===== src/rtl/arisco_pkg.sv =====
// Shared types and constants for the fetch front end.
package arisco_pkg;

  // Fetch FSM: issue requests, or wait for stale responses after a redirect
  typedef enum logic [0:0] {
    S_FETCH = 1'b0,
    S_DRAIN = 1'b1
  } fetch_state_t;

  localparam int INSTR_WIDTH = 32;
  localparam int PC_STEP     = 4;

endpackage


===== src/rtl/fetch_queue.sv =====
// Synchronous FIFO with flush and occupancy count; head is combinational
// from the storage array (registered data, no write-to-read bypass).
module fetch_queue #(
  parameter int WIDTH = 64,
  parameter int DEPTH = 4
) (
  input  logic                     clk,
  input  logic                     reset_n,
  input  logic                     push,
  input  logic [WIDTH-1:0]         push_data,
  input  logic                     pop,
  input  logic                     flush,
  output logic [WIDTH-1:0]         head,
  output logic [$clog2(DEPTH):0]   count,
  output logic                     full,
  output logic                     empty
);

  localparam int AW = $clog2(DEPTH);

  logic [WIDTH-1:0] mem [DEPTH];
  logic [AW-1:0]    rd_ptr;
  logic [AW-1:0]    wr_ptr;
  logic             do_push;
  logic             do_pop;

  assign full    = (count == (AW+1)'(DEPTH));
  assign empty   = (count == '0);
  // Pop on empty is ignored; push on full only lands if a pop frees the slot
  assign do_pop  = pop & ~empty;
  assign do_push = push & (~full | do_pop);
  assign head    = mem[rd_ptr];

  // Pointer and occupancy bookkeeping; flush behaves like reset
  always_ff @(posedge clk) begin
    if (!reset_n || flush) begin
      rd_ptr <= '0;
      wr_ptr <= '0;
      count  <= '0;
    end else begin
      if (do_push) wr_ptr <= wr_ptr + AW'(1);
      if (do_pop)  rd_ptr <= rd_ptr + AW'(1);
      count <= count + (AW+1)'(do_push) - (AW+1)'(do_pop);
    end
  end

  // Storage write; contents need no reset since count gates visibility
  always_ff @(posedge clk) begin
    if (do_push && !flush) mem[wr_ptr] <= push_data;
  end

endmodule


===== src/rtl/fetch_unit.sv =====
// Instruction fetch front end: owns the fetch PC, keeps several ROM requests
// in flight, buffers in-order responses in a prefetch queue for decode, and
// handles redirects by flushing the queue and dropping stale responses.
module fetch_unit
  import arisco_pkg::*;
#(
  parameter int              XLEN         = 32,
  parameter logic [XLEN-1:0] RESET_VECTOR = '0,
  parameter logic [XLEN-1:0] TRAP_VECTOR  = 'h10,
  parameter int              QUEUE_DEPTH  = 4
) (
  input  logic                   i_clk,
  input  logic                   i_reset_n,
  output logic                   o_rom_req_valid,
  input  logic                   i_rom_req_ready,
  output logic [XLEN-1:0]        o_rom_addr,
  input  logic                   i_rom_rsp_valid,
  input  logic [INSTR_WIDTH-1:0] i_rom_rsp_data,
  output logic                   o_instr_valid,
  input  logic                   i_instr_ready,
  output logic [INSTR_WIDTH-1:0] o_instr,
  output logic [XLEN-1:0]        o_instr_pc,
  input  logic                   i_redirect_valid,
  input  logic [XLEN-1:0]        i_redirect_target,
  output logic                   o_misaligned_trap,
  output logic [XLEN-1:0]        o_misaligned_addr
);

  localparam int CW = $clog2(QUEUE_DEPTH) + 1;
  localparam int QW = INSTR_WIDTH + XLEN;

  fetch_state_t     state, state_nxt;
  logic [XLEN-1:0]  pc, pc_nxt;
  logic [CW-1:0]    outstanding, outstanding_nxt;
  logic [CW-1:0]    discard, discard_nxt;
  logic [CW-1:0]    out_after;

  logic [CW-1:0]    q_count;
  logic             q_full;
  logic             q_empty;
  logic [QW-1:0]    q_head;
  logic             q_push;
  logic             q_pop;

  logic             credit;
  logic             req_fire;
  logic             rsp_fetch;
  logic             misaligned;
  logic [XLEN-1:0]  redirect_pc;
  logic [XLEN-1:0]  rsp_pc;

  // Credit: in-flight requests plus buffered entries never exceed the queue,
  // so every response always has a slot waiting for it.
  assign credit          = ({1'b0, outstanding} + {1'b0, q_count}) < (CW+1)'(QUEUE_DEPTH);
  assign o_rom_req_valid = i_reset_n && (state == S_FETCH) && credit;
  assign o_rom_addr      = pc;
  assign req_fire        = o_rom_req_valid & i_rom_req_ready;
  assign rsp_fetch       = (state == S_FETCH) & i_rom_rsp_valid;
  assign out_after       = outstanding + CW'(req_fire) - CW'(rsp_fetch);

  assign misaligned  = (i_redirect_target[1:0] != 2'b00);
  assign redirect_pc = misaligned ? TRAP_VECTOR : i_redirect_target;

  // Responses return in order and pc is always the next address to issue,
  // so the oldest outstanding request sits PC_STEP*outstanding behind it.
  assign rsp_pc = pc - XLEN'(outstanding) * XLEN'(PC_STEP);

  // A redirect kills the response arriving in the same cycle
  assign q_push        = rsp_fetch & ~i_redirect_valid;
  assign o_instr_valid = i_reset_n & ~q_empty;
  assign q_pop         = o_instr_valid & i_instr_ready;
  assign {o_instr_pc, o_instr} = q_head;

  fetch_queue #(
    .WIDTH (QW),
    .DEPTH (QUEUE_DEPTH)
  ) u_prefetch (
    .clk       (i_clk),
    .reset_n   (i_reset_n),
    .push      (q_push),
    .push_data ({rsp_pc, i_rom_rsp_data}),
    .pop       (q_pop),
    .flush     (i_redirect_valid),
    .head      (q_head),
    .count     (q_count),
    .full      (q_full),
    .empty     (q_empty)
  );

  // Next PC, counters and FSM state
  always_comb begin
    state_nxt       = state;
    pc_nxt          = pc;
    outstanding_nxt = outstanding;
    discard_nxt     = discard;
    case (state)
      S_FETCH: begin
        outstanding_nxt = out_after;
        if (req_fire) pc_nxt = pc + XLEN'(PC_STEP);
        if (i_redirect_valid) begin
          // Everything still in flight (including a request accepted this
          // cycle) becomes stale and must be dropped before fetching again.
          pc_nxt          = redirect_pc;
          outstanding_nxt = '0;
          discard_nxt     = out_after;
          state_nxt       = (out_after != '0) ? S_DRAIN : S_FETCH;
        end
      end
      S_DRAIN: begin
        if (i_rom_rsp_valid) discard_nxt = discard - CW'(1);
        if (i_redirect_valid) pc_nxt = redirect_pc;
        if (discard_nxt == '0) state_nxt = S_FETCH;
      end
      default: state_nxt = S_FETCH;
    endcase
  end

  // FSM, PC and counter registers
  always_ff @(posedge i_clk) begin
    if (!i_reset_n) begin
      state       <= S_FETCH;
      pc          <= RESET_VECTOR;
      outstanding <= '0;
      discard     <= '0;
    end else begin
      state       <= state_nxt;
      pc          <= pc_nxt;
      outstanding <= outstanding_nxt;
      discard     <= discard_nxt;
    end
  end

  // Misaligned-redirect trap: one-cycle pulse, address held until next trap
  always_ff @(posedge i_clk) begin
    if (!i_reset_n) begin
      o_misaligned_trap <= 1'b0;
      o_misaligned_addr <= '0;
    end else begin
      o_misaligned_trap <= i_redirect_valid & misaligned;
      if (i_redirect_valid && misaligned) o_misaligned_addr <= i_redirect_target;
    end
  end

  a_credit: assert property (@(posedge i_clk) disable iff (!i_reset_n)
    ({1'b0, outstanding} + {1'b0, q_count}) <= (CW+1)'(QUEUE_DEPTH));

  a_no_overflow: assert property (@(posedge i_clk) disable iff (!i_reset_n)
    !(q_push && q_full && !q_pop));

  a_no_stray_rsp: assert property (@(posedge i_clk) disable iff (!i_reset_n)
    !(rsp_fetch && outstanding == '0));

endmodule


===== config.mk =====
export PLATFORM = sky130hd
export DESIGN_NAME = fetch_unit
export DESIGN_NICKNAME = d
export VERILOG_FILES = /design/src/rtl/arisco_pkg.sv /design/src/rtl/fetch_queue.sv /design/src/rtl/fetch_unit.sv
export SDC_FILE = /design/constraint.sdc
export NUM_CORES = 1
export LEC_CHECK = 0
export ABC_AREA = 1
export CAP_MARGIN = 30
export CORE_ASPECT_RATIO = 0.8
export CORE_UTILIZATION = 55
export DETAILED_ROUTE_END_ITERATION = 10
export PLACE_DENSITY = 0.85
export SYNTH_ARGS = -nofsm -noshare
export SYNTH_HDL_FRONTEND = slang
export SYNTH_SLANG_ARGS = --single-unit
export TNS_END_PERCENT = 5

===== constraint.sdc =====
create_clock -name i_clk -period 6.7 [get_ports i_clk]
set_input_delay 1.34 -clock i_clk [delete_from_list [all_inputs] [get_ports i_clk]]
set_output_delay 1.34 -clock i_clk [all_outputs]
set_load 0.05 [all_outputs]

# Word-level counts from Yosys, hierarchy flattened
# Memories as Yosys holds them, arrays and structs flattened. A register that Yosys moved wholly into a read port is not among the register bits.
# Cells that the tools add are included.
word_totals:
  reg_bits: 79
  latchBits: 0
  mem_bits_rw: 256
  romBits: 0
  in_bits: 70
  out_inout_bits: 131
  wordCells: 68
  n_memories: 1
memory_table:
  columns: ["name", "depth", "word_bits", "rd", "rd_clocked_by_memory_dff", "write_ports", "line_no", "rtl"]
  rows:
  - ["u_prefetch.mem", 4, 64, 1, 1, 1, "fetch_queue.sv:21", "logic [WIDTH-1:0] mem [DEPTH];"]
classes:
  add_sub_neg: 10
  n_mul: 0
  div_mod_pow: 0
  n_lt_le_gt_ge: 1
  n_eq_ne: 4
  shift: 0
  muxes: 18
  bitwise_logic: 13
  reduce_logical: 12
ops:
  columns: ["operator", "n"]
  rows:
  - ["32-bit 2-to-1 mux", 4]
  - ["32-bit one-hot mux with 2 select lines", 1]
  - ["32-bit by 3-bit adder with 32-bit output (second input constant)", 1]
  - ["32-bit by 5-bit subtractor with 32-bit output", 1]
  - ["3-bit 2-to-1 mux", 4]
  - ["1-bit bitwise AND", 8]
  - ["3-bit by 1-bit adder with 3-bit output", 2]
  - ["3-bit zero test", 2]
  - ["3-bit one-hot mux with 2 select lines", 1]
  - ["3-bit by 1-bit subtractor with 3-bit output", 2]
  - ["1-bit 2-to-1 mux", 5]
  - ["2-bit by 1-bit adder with 2-bit output (second input constant)", 2]
  - ["3-bit by 3-bit adder with 4-bit output", 1]
  - ["1-bit logical AND", 4]
  - ["4-bit by 3-bit < comparator with 1-bit output (second input constant)", 1]
  - ["2-bit 2-to-1 mux", 2]
  - ["2-bit != test (second input constant)", 2]
  - ["1-bit NOT", 4]
  - ["3-bit == test (second input constant)", 1]
  - ["3-bit != test (second input constant)", 1]
  - ["3-bit nonzero test", 1]
  - ["3-bit by 1-bit subtractor with 3-bit output (second input constant)", 1]
  - ["1-bit zero test", 2]
  - ["1-bit one-hot mux with 2 select lines", 1]
  - ["4 further kinds", 4]

# Longest topological paths before layout
# Gate-level depths: netlist (run 1).
logic_depth:
  depth_word: 10
  ltp_mapped: 15
  mapped_depth_nobuf: 15

# Cells and area by module
# From an unflattened synthesis (run 1), not the netlist that was laid out.
unflattened:
  cells_unflattened: 1455
  area_unflattened_um2: 14816.7
modules_own_cells:
  columns: ["mod", "instances", "cells_per_inst", "area_each_um2"]
  rows:
  - ["fetch_queue", 1, 692, 10002.1]
  - ["fetch_unit", 1, 763, 4814.6]

# Least setup slack after synthesis (run 1)
# No wires, ideal clock.
synth_timing:
  path_type: "input -> register"
  start: "in i_reset_n"
  end: "mem u_prefetch.mem[0][0], enable pin"
  t_arrival_ns: 5.123
  t_required_ns: 6.213
  path_slack_ns: 1.090
  stages: 7
  n_path_buf: 1
  path_cell_list: "buf_2 inv_2 a21oi_2 nand2_1 nand3_1 nand3_2 nor2_1"
synth_via:
  elab_chain_len: 8
synth_lines:
  columns: ["element", "line_no", "rtl"]
  rows:
  - ["start, declared", "fetch_unit.sv:13", "input logic i_reset_n,"]
  - ["1-bit bitwise AND", "fetch_unit.sv:70", "assign o_instr_valid = i_reset_n & ~q_empty;"]
  - ["via o_instr_valid", "fetch_unit.sv:19", "output logic o_instr_valid,"]
  - ["1-bit bitwise AND", "fetch_unit.sv:71", "assign q_pop = o_instr_valid & i_instr_ready;"]
  - ["1-bit bitwise AND", "fetch_queue.sv:30", "assign do_pop = pop & ~empty;"]
  - ["1-bit OR", "fetch_queue.sv:31", "assign do_push = push & (~full | do_pop);"]
  - ["1-bit bitwise AND", "fetch_queue.sv:31", null]
  - ["1-bit logical AND", "fetch_queue.sv:49", "if (do_push && !flush) mem[wr_ptr] <= push_data;"]
  - ["1-bit 2-to-1 mux", "fetch_queue.sv:49", null]
  - ["1-bit 2-to-1 mux (implied by the code)", "fetch_queue.sv:49", null]
  - ["end, declared", "fetch_queue.sv:21", null]
# The timed path passes the listed nets, and every way through them passes these cells.

==> flow_summary.toml, run 1 <==
[clocking]
clk_pin_slew_ns = 0.06
clock_latency_ns = 0.52
cts_max_level = 2
ctsHoldBuffers = 0
cts_buffers = 34
cts_tree = "done"
clock_sinks = 337
clock_path_buffers = 3
post_cts_buffers = 0
clockRootBuffer = "clkbuf_16"
cts_resized = 0

[place]
dpl.hpwl_mm = 23.52
place_congestion = 0.9279
placed_cell_area_mm2 = 0.01675
port_buffers = 200
dpl_worst_slack_ns = 2.054

[power]
pwr-share-comb_pct = 21.9
switching_share_pct = 30.78
p_per_area_mw_per_mm2 = 312.1
pwr-share-seq_pct = 45.8
clkPwrFrac_pct = 32.3
intPower_mw = 3.852
ir_drop_mv = 0.1801
power_mw = 5.564
leakagePower_nw = 6.387
power_switching_mw = 1.713

[synth]
syn_area_mm2 = 0.01457
syn_avg_cell_area_um2 = 10.55
post-synth-top-count-cell = "edfxtp_1"
synth_edf_count = 256
synth_top_area_share_pct = 52.77
synthTopCellsByCount = "edfxtp_1 (256), nor2_1 (252), o21ai_0 (203)"
ys_warn_count = 0
yosysSeqAreaShare_pct = 63.90
ys.flop_type = "edfxtp_1"
synth_cells = 1381
ys_types = 47
syn-num-nets = 1469
yosys-top-cells-area = "edfxtp_1 (53%), dfxtp_1 (11%), o21ai_0 (7.0%)"
yosys.area.top_type = "edfxtp_1"
synth-async-reset-ratio_pct = 0
synth_seq_cells = 337

[global_route]
grt_util_met3_pct = 5.543
grt_max_degree = 110
grt_usage_pct = 26.77
grt_busiest_layer = "met2"
grt_use_met1_pct = 38.17
overflow = 0
first_global_vias = 10490
grt_pass1_wl_mm = 56.46
use_met2_pct = 42.06
antenna_found_initial = 1

[cells_and_area]
multiInputGateArea_mm2 = 0.004551
fillCellCount = 1795
regArea_mm2 = 0.009314
antenna_cells = 0
syn_to_final_growth_pct = 22.37
drive_gt1_share_pct = 8.132
finalNetCount = 1638
fin_area_mm2 = 0.01783

[floorplan]
initial_utilization_pct = 56.83
die_w_um = 184.0
die-area_mm2 = 0.02715
pin_count = 201
rows = 52
core-area_mm2 = 0.02563
die_h_um = 147.6

[hold_path]
hold_class = "flop to flop"
holdCritStartpoint = "o_misaligned_addr[1]$_SDFFE_PN0P_"

[setup_path]
path_max_fanout = 77
start_kind = "flop"
required_ns = 5.36
r2r_slack_ns = 3.67
worstSetupPathType = "flop to output pin"
endpoint_kind = "output pin"
regToRegStartpoint = "state$_SDFF_PN0_"
arrival_ns = 3.52

[sta]
skew_ns = 0.01255
grt_setup_unrepaired = "false"
hold_ws_ns = 0.4606
fin_ws_ns = 1.835
finalCritPeriodShare_pct = 72.61
drv_slew = 0
min_period_ns = 4.865
slew_headroom_pct = 34.32
fmax_mhz = 205.6
worst_pin_slew_ns = 0.9842
fin_tns_setup_ns = 0
finalHoldViolCount = 0
setup_violations = 0

[outcome]
status = "complete, no violations"

[drt]
firstDrtPassIters = 8
detail-route-antenna-nets = 0
drc_errors = 0
wl_per_cell_um = 18.94
routed_wl_mm = 36.46
viasPerCell = 5.763
vias = 11090
drtIter0Drc = 1254

[flow_run]
cap_violations = 0
[routing by layer]
metal  vias up  routed length (um)
li1       5150                   -
met1      5315               15580
met2       554               16830
met3        72                3314
met4         2                 714
met5         -                  13
[per-stage QoR]
| step | cells | utilization (%) |
|---|---|---|
| finish | 1925 | 69.55 |
| global route | 1925 | 69.55 |
| CTS | 1924 | 69.44 |
| detailed placement | 1864 | 65.33 |
| global placement | 1864 | 65.33 |
| floorplan | 1381 | - |
[critical path: stages, from the launching register on]
cell and delay (ns):
dfxtp_4 0.48, clkinv_2 0.80, buf_4 0.61, o21ai_0 0.28
o22ai_1 0.10, clkdlybuf4s50_1 0.71
[power by group through the flow]
stage	combinational (mW)	sequential, mW	clock (mW)
after floorplan	0.709	2.68	0
after global placement	1.17	2.58	0
after detailed placement	1.20	2.59	0
after CTS	1.21	2.54	1.82
after global routing	1.29	2.56	1.90
final	1.22	2.55	1.80
[cells in the final DEF, fill, tap and decap left out, types with 5 or more instances in the layout]
| cell type | instances |
|---|---|
| a21oi_1 | 56 |
| a31oi_1 | 6 |
| buf_4 | 11 |
| clkbuf_1 | 7 |
| clkbuf_16 | 34 |
| clkbuf_8 | 5 |
| clkdlybuf4s50_1 | 199 |
| clkinv_1 | 7 |
| dfxtp_1 | 79 |
| edfxtp_1 | 256 |
| ha_1 | 15 |
| inv_1 | 79 |
| inv_2 | 12 |
| nand2_1 | 122 |
| nand2_2 | 7 |
| nand2_4 | 5 |
| nand3_1 | 29 |
| nand4_1 | 6 |
| nor2_1 | 248 |
| nor2_2 | 10 |
| nor2_4 | 12 |
| nor3_1 | 8 |
| o21ai_0 | 203 |
| o21ai_1 | 10 |
| o22ai_1 | 68 |
| xor2_1 | 31 |
[sequential cells by signal (all words and copies together) (netlist names), named ones only]
register,count
u_prefetch.mem,256
o_misaligned_addr,32
o_rom_addr,32
discard,3
outstanding,3
u_prefetch.count,3
u_prefetch.rd_ptr,2
u_prefetch.wr_ptr,2
o_misaligned_trap,1
state,1
[cell families after synthesis]
logic type	count (synthesis)	share of synthesized area, %
buffers and inverters	174	5.075
and+or+nand+nor	462	14.13
xor gates and xnor gates	32	1.924
DFF	337	63.90
AOI/OAI and AO/OA	358	13.28
adders and majority gates	18	1.700
[worst paths after layout]
path	depth (start not counted)	to
min	2	o_misaligned_addr[1]$_SDFFE_PN0P_
min reg2reg	2	o_misaligned_addr[1]$_SDFFE_PN0P_
max reg2reg	6	u_prefetch.mem[3][13]$_DFFE_PP_
max	5	o_instr[12]
[layout make-up]
cell class                      count  share of cell area [%]
Multi-Input combinational cell    870                   25.52
Inverter                           95                   2.042
Sequential cell                   337                   52.24
Tap cell                          351                   2.463
Clock inverter                     13                  0.5755
Timing Repair Buffer              212                   11.82
Clock buffer                       47                   5.334
Power figures use the tool's default switching activity.
==> run 2, diff against run 1 <==
--- a/config.mk
+++ b/config.mk
@@ -8,9 +8,9 @@
 export ABC_AREA = 1
 export CAP_MARGIN = 30
 export CORE_ASPECT_RATIO = 0.8
-export CORE_UTILIZATION = 55
+export CORE_UTILIZATION = 50
 export DETAILED_ROUTE_END_ITERATION = 10
-export PLACE_DENSITY = 0.85
+export PLACE_DENSITY = 0.82
 export SYNTH_ARGS = -nofsm -noshare
 export SYNTH_HDL_FRONTEND = slang
 export SYNTH_SLANG_ARGS = --single-unit
==> constraint.sdc (replaced) <==
create_clock -name i_clk -period 4.4 [get_ports i_clk]
set_input_delay 0.88 -clock i_clk [delete_from_list [all_inputs] [get_ports i_clk]]
set_output_delay 0.88 -clock i_clk [all_outputs]
set_load 0.05 [all_outputs]
==> flow_summary.toml, run 2 (same netlist as run 1, synthesis figures left out) <==
[setup_path]
start_kind = "flop"
path_max_fanout = 90
critPathMaxStageDelay_ns = 0.74
worstPathCellList = "buf_4 -> o21ai_0 -> o22ai_1 -> buf_4"
arrival_ns = 2.72
cpMaxStageDelayCell = "buf_4"
required_ns = 3.52
worstSetupPathType = "flop to output pin"
endpoint_kind = "output pin"
path_common_cell = "buf_4"

[clocking]
clock_latency_ns = 0.51
cts_tree = "done"
ctsHoldBuffers = 0
cts_resized = 0
clock_sinks = 337
clockRootBuffer = "clkbuf_16"
clock_path_buffers = 3
post_cts_buffers = 0
clk_pin_slew_ns = 0.06
cts_buffers = 34
cts_max_level = 2

[floorplan]
die-area_mm2 = 0.02983
die_w_um = 192.8
initial_utilization_pct = 51.14
rows = 55
pin_count = 201
core-area_mm2 = 0.02849
die_h_um = 154.7

[cells_and_area]
antenna_cells = 0
finalNonFillerCells = 1941
layout_common_cells = "edfxtp_1 (256), nor2_1 (248), o21ai_0 (203), clkdlybuf4s50_1 (134), nand2_1 (122)"
largest_register_ffs = 256
drive_gt1_share_pct = 11.97
final_common_cell = "edfxtp_1"
syn_to_final_growth_pct = 22.03
largest-register = "u_prefetch.mem"
finalNetCount = 1636

[global_route]
overflow = 0
grt_pass1_wl_mm = 54.90
grt_max_degree = 93
grt_usage_pct = 23.64
first_global_vias = 10310
antenna_found_initial = 0

[power]
leakagePower_nw = 6.468
ir_drop_mv = 0.2679
intPower_mw = 5.934
pwr-share-seq_pct = 45.6
power_switching_mw = 2.582
switching_share_pct = 30.32
p_per_area_mw_per_mm2 = 479.0
clkPwrFrac_pct = 33.0
pwr-share-comb_pct = 21.4

[sta]
hold_ws_ns = 0.4601
finalCritPeriodShare_pct = 81.88
fmax_mhz = 277.6
worst_pin_slew_ns = 0.9612
finalHoldViolCount = 0
setup_violations = 0
min_period_ns = 3.603
grt_setup_unrepaired = "false"
slew_headroom_pct = 35.85
drv_slew = 0
fin_ws_ns = 0.7971
skew_ns = 0.01968

[place]
port_buffers = 200
dpl.hpwl_mm = 22.86
dpl_worst_slack_ns = 0.8171
place_congestion = 0.9449
place_inst = 1882

[drt]
detail-route-antenna-nets = 0
routed_wl_mm = 35.62
viasPerCell = 5.589
vias = 10850
drc_errors = 24
drtIter0Drc = 1112
firstDrtPassIters = 9
wl_per_cell_um = 18.35

[hold_path]
hold_class = "flop to flop"

[outcome]
status = "complete, but fails checks"
violations = "design-rule violations"

[flow_run]
cap_violations = 0
run 2: cell count changes in the layout (fill, tap and decap cells not counted), sizes merged:
cell           previous run  this run
clkinv                   12        10
bufinv                    1         3
buf                      13        76
clkdlybuf4s50           199       134
clkbuf                   47        46
run 2: critical path, delay by kind of cell (launching register included):
family	cells	cell delay (ns)
AOI/OAI and AO/OA	2	0.56
DFF	1	0.61
buffers and inverters	2	1.01
run 2: layout make-up:
| type | count | area (um2) |
|---|---|---|
| fillers | 2203 | 10710 |
| flip-flops and latches | 337 | 9314 |
| multi-input cells | 870 | 4551 |
| repair buffers | 210 | 2012 |
| clock buffers | 46 | 927.1 |
| well taps | 370 | 462.9 |
| inverters | 95 | 364.1 |
| clock inverters | 13 | 147.6 |
run 2: path summary, 6_finish.rpt:
check	startpoint	endpoint	slack, ns	depth (start not counted)
max	flop	o_instr_pc[2]	0.80	4
min	o_misaligned_addr[1]$_SDFFE_PN0P_	o_misaligned_addr[1]$_SDFFE_PN0P_	0.46	2
max reg2reg	outstanding[1]$_SDFFE_PN0N_	state$_SDFF_PN0_	1.42	15
min reg2reg	o_misaligned_addr[1]$_SDFFE_PN0P_	o_misaligned_addr[1]$_SDFFE_PN0P_	0.46	2
run 2: layer usage:
| metal | GRT usage, % | up-vias | wire [um] | part of all wire [%] |
|---|---|---|---|---|
| met1 | 32.52 | 5193 | 14900 | 42 |
| met4 | 6.412 | 0 | 704 | 2.0 |
| met2 | 38.25 | 447 | 16920 | 47 |
| li1 | - | 5149 | - | - |
| met3 | 4.561 | 60 | 3093 | 8.7 |
| met5 | 0 | - | 0 | 0 |
run 2: power groups by stage:
stage / clock [mW] / combinational, mW / sequential, mW
floorplan: 0 / 1.08 / 4.07
global placement: 0 / 1.77 / 3.94
detailed placement: 0 / 1.81 / 3.94
CTS: 2.85 / 1.82 / 3.88
global route: 2.97 / 1.96 / 3.90
finish: 2.81 / 1.82 / 3.88
run 2: metrics by stage:
step           total power [mW]  cell area, um2  TNS, ns  utilization, %
2_1_floorplan             5.153           14570  -191.99               -
3_3_place_gp              5.709           16700        0           58.63
3_5_place_dp              5.750           16700        0           58.63
4_1_cts                   8.538           17780        0           62.40
5_1_grt                   8.828           17780        0           62.40
6_report                  8.516           17780        0           62.40
==> run 3, diff against run 2 <==
==> constraint.sdc (replaced) <==
create_clock -name i_clk -period 3 [get_ports i_clk]
set_input_delay 0.6 -clock i_clk [delete_from_list [all_inputs] [get_ports i_clk]]
set_output_delay 0.6 -clock i_clk [all_outputs]
set_load 0.05 [all_outputs]
==> flow_summary.toml, run 3 (same netlist as run 1, synthesis figures left out) <==
[setup_path]
worstSetupPathType = "flop to output pin"
regToRegStartpoint = "outstanding[2]$_SDFFE_PN0N_"
worstPathCellList = "buf_4 -> o21ai_0 -> o22ai_1 -> buf_4"
arrival_ns = 2.28
required_ns = 2.40
critPathMaxStageDelay_ns = 0.57
cpMaxStageDelayCell = "dfxtp_4"
path_max_fanout = 46
endpoint_kind = "output pin"
ff2ff_path_depth = 15
crit_cells = 4
r2r_slack_ns = 0.32
crit_end = "o_instr[19]"
path_common_cell = "buf_4"
start_kind = "flop"
r2r-end = "state$_SDFF_PN0_"
cp_top_family = "buffers and inverters"
crit_buf_inv = 2

[clocking]
cts_resized = 1
cts_buffers = 35
clock_latency_ns = 0.52
clockRootBuffer = "clkbuf_16"
clock_path_buffers = 3
post_cts_buffers = 0
cts_max_level = 2
clk_pin_slew_ns = 0.06
clock_sinks = 337
ctsHoldBuffers = 0
cts_tree = "done"

[drt]
drtIter0Drc = 1063
drc_errors = 21
firstDrtPassIters = 8
detail-route-antenna-nets = 0
routed_wl_mm = 37.09
viasPerCell = 5.600
wl_per_cell_um = 18.83
vias = 11030

[cells_and_area]
antenna_cells = 0
largest-register = "u_prefetch.mem"
regArea_mm2 = 0.009314
fillCellCount = 2223
largest_register_ffs = 256
layout_common_cells = "edfxtp_1 (256), nor2_1 (248), o21ai_0 (203), clkdlybuf4s50_1 (133), nand2_1 (122)"
finalNetCount = 1662
finalNonFillerCells = 1970
final_common_cell = "edfxtp_1"
finalCoreUtilization_pct = 63.29
multiInputGateArea_mm2 = 0.004566
syn_to_final_growth_pct = 23.77
drive_gt1_share_pct = 13.69

[power]
power_switching_mw = 3.891
power_mw = 12.65
intPower_mw = 8.760
clkPwrFrac_pct = 33.2
ir_drop_mv = 0.3911
pwr-share-comb_pct = 21.9
p_per_area_mw_per_mm2 = 701.6
pwr-share-seq_pct = 44.9
leakagePower_nw = 6.615
switching_share_pct = 30.76

[place]
port_buffers = 200
dpl_worst_slack_ns = 0.1662
place_congestion = 0.9091
place_inst = 1907
dpl.hpwl_mm = 24.57

[sta]
slew_headroom_pct = 56.37
finalHoldViolCount = 0
drv_slew = 0
min_period_ns = 2.880
worst_pin_slew_ns = 0.6537
setup_violations = 0
skew_ns = 0.02395
finalCritPeriodShare_pct = 96.02
fin_ws_ns = 0.1195
fmax_mhz = 347.2
grt_setup_unrepaired = "true"
fin_tns_setup_ns = 0

[global_route]
grt_max_degree = 67
grt_usage_pct = 24.84
first_global_vias = 10750
overflow = 0
grt_pass1_wl_mm = 57.33
antenna_found_initial = 0

[floorplan]
pin_count = 201
core-area_mm2 = 0.02849
die-area_mm2 = 0.02983
initial_utilization_pct = 51.14
die_w_um = 192.8
rows = 55
die_h_um = 154.7

[outcome]
violations = "design-rule violations"
status = "complete, but fails checks"

[hold_path]
hold_class = "flop to flop"

[flow_run]
cap_violations = 0
[run 3: cell types whose count changed in the layout (fill, tap and decap cells not counted), sizes merged]
cell           previous run  this run
clkbuf                   46        44
clkinv                   10        14
buf                      76       102
clkdlybuf4s50           134       133
inv                      95        97
[run 3: final cells by class]
type,count,area share (%)
multi-input combinational,870,25.32
timing repair buffer,235,12.33
tap,370,2.567
sequential,337,51.65
clock inverter,19,0.9992
clock buffer,44,5.100
inverter,95,2.033
[run 3: worst min path at each step]
| stage | start | end | slack, ns | depth (start not counted) |
|---|---|---|---|---|
| 6_report | o_misaligned_addr[1]$_SDFFE_PN0P_ | o_misaligned_addr[1]$_SDFFE_PN0P_ | 0.46 | 2 |
| 5_1_grt | o_misaligned_addr[0]$_SDFFE_PN0P_ | o_misaligned_addr[0]$_SDFFE_PN0P_ | 0.49 | 2 |
| 4_1_cts | o_misaligned_addr[1]$_SDFFE_PN0P_ | o_misaligned_addr[1]$_SDFFE_PN0P_ | 0.46 | 2 |
| 3_5_place_dp | o_misaligned_addr[1]$_SDFFE_PN0P_ | o_misaligned_addr[1]$_SDFFE_PN0P_ | 0.45 | 2 |
| 3_3_place_gp | o_misaligned_addr[0]$_SDFFE_PN0P_ | o_misaligned_addr[0]$_SDFFE_PN0P_ | 0.45 | 2 |
| 2_1_floorplan | u_prefetch.rd_ptr[1]$_SDFFE_PP0P_ | flop | 0.46 | 1 |
[run 3: per-stage QoR]
step | cell area [um2] | hold WS, ns
floorplan | 14610 | 0.4567
global placement | 16930 | 0.4513
detailed placement | 16930 | 0.4542
CTS | 18030 | 0.4630
global route | 18030 | 0.4940
finish | 18030 | 0.4619
[run 3: worst reg2reg max path: stages, from the launching register on]
cell and delay, ns:
dfxtp_1 0.43, ha_1 0.27, nor2_1 0.09, nand2_1 0.09, nor2_4 0.14, nand2_4 0.06
ha_1 0.27, inv_1 0.05, ha_1 0.13, inv_1 0.05, fa_1 0.37, xor2_1 0.17
xor2_1 0.21, nand3_1 0.10, nand3_1 0.08, a31oi_1 0.07
[run 3: per-layer routing]
metal / share of wire [%] / track usage (%) / vias up
met3: 8.5 / 4.697 / 43
li1: - / - / 5212
met2: 48 / 41.39 / 455
met4: 1.5 / 6.037 / 0
met5: 0 / 0 / -
met1: 42 / 33.44 / 5322
[run 3: power groups by stage]
stage	logic (mW)	registers [mW]	clock network, mW
3_5_place_dp	2.75	5.76	0
2_1_floorplan	1.60	5.96	0
5_1_grt	2.97	5.70	4.43
3_3_place_gp	2.69	5.75	0
4_1_cts	2.77	5.67	4.25
6_report	2.78	5.68	4.20
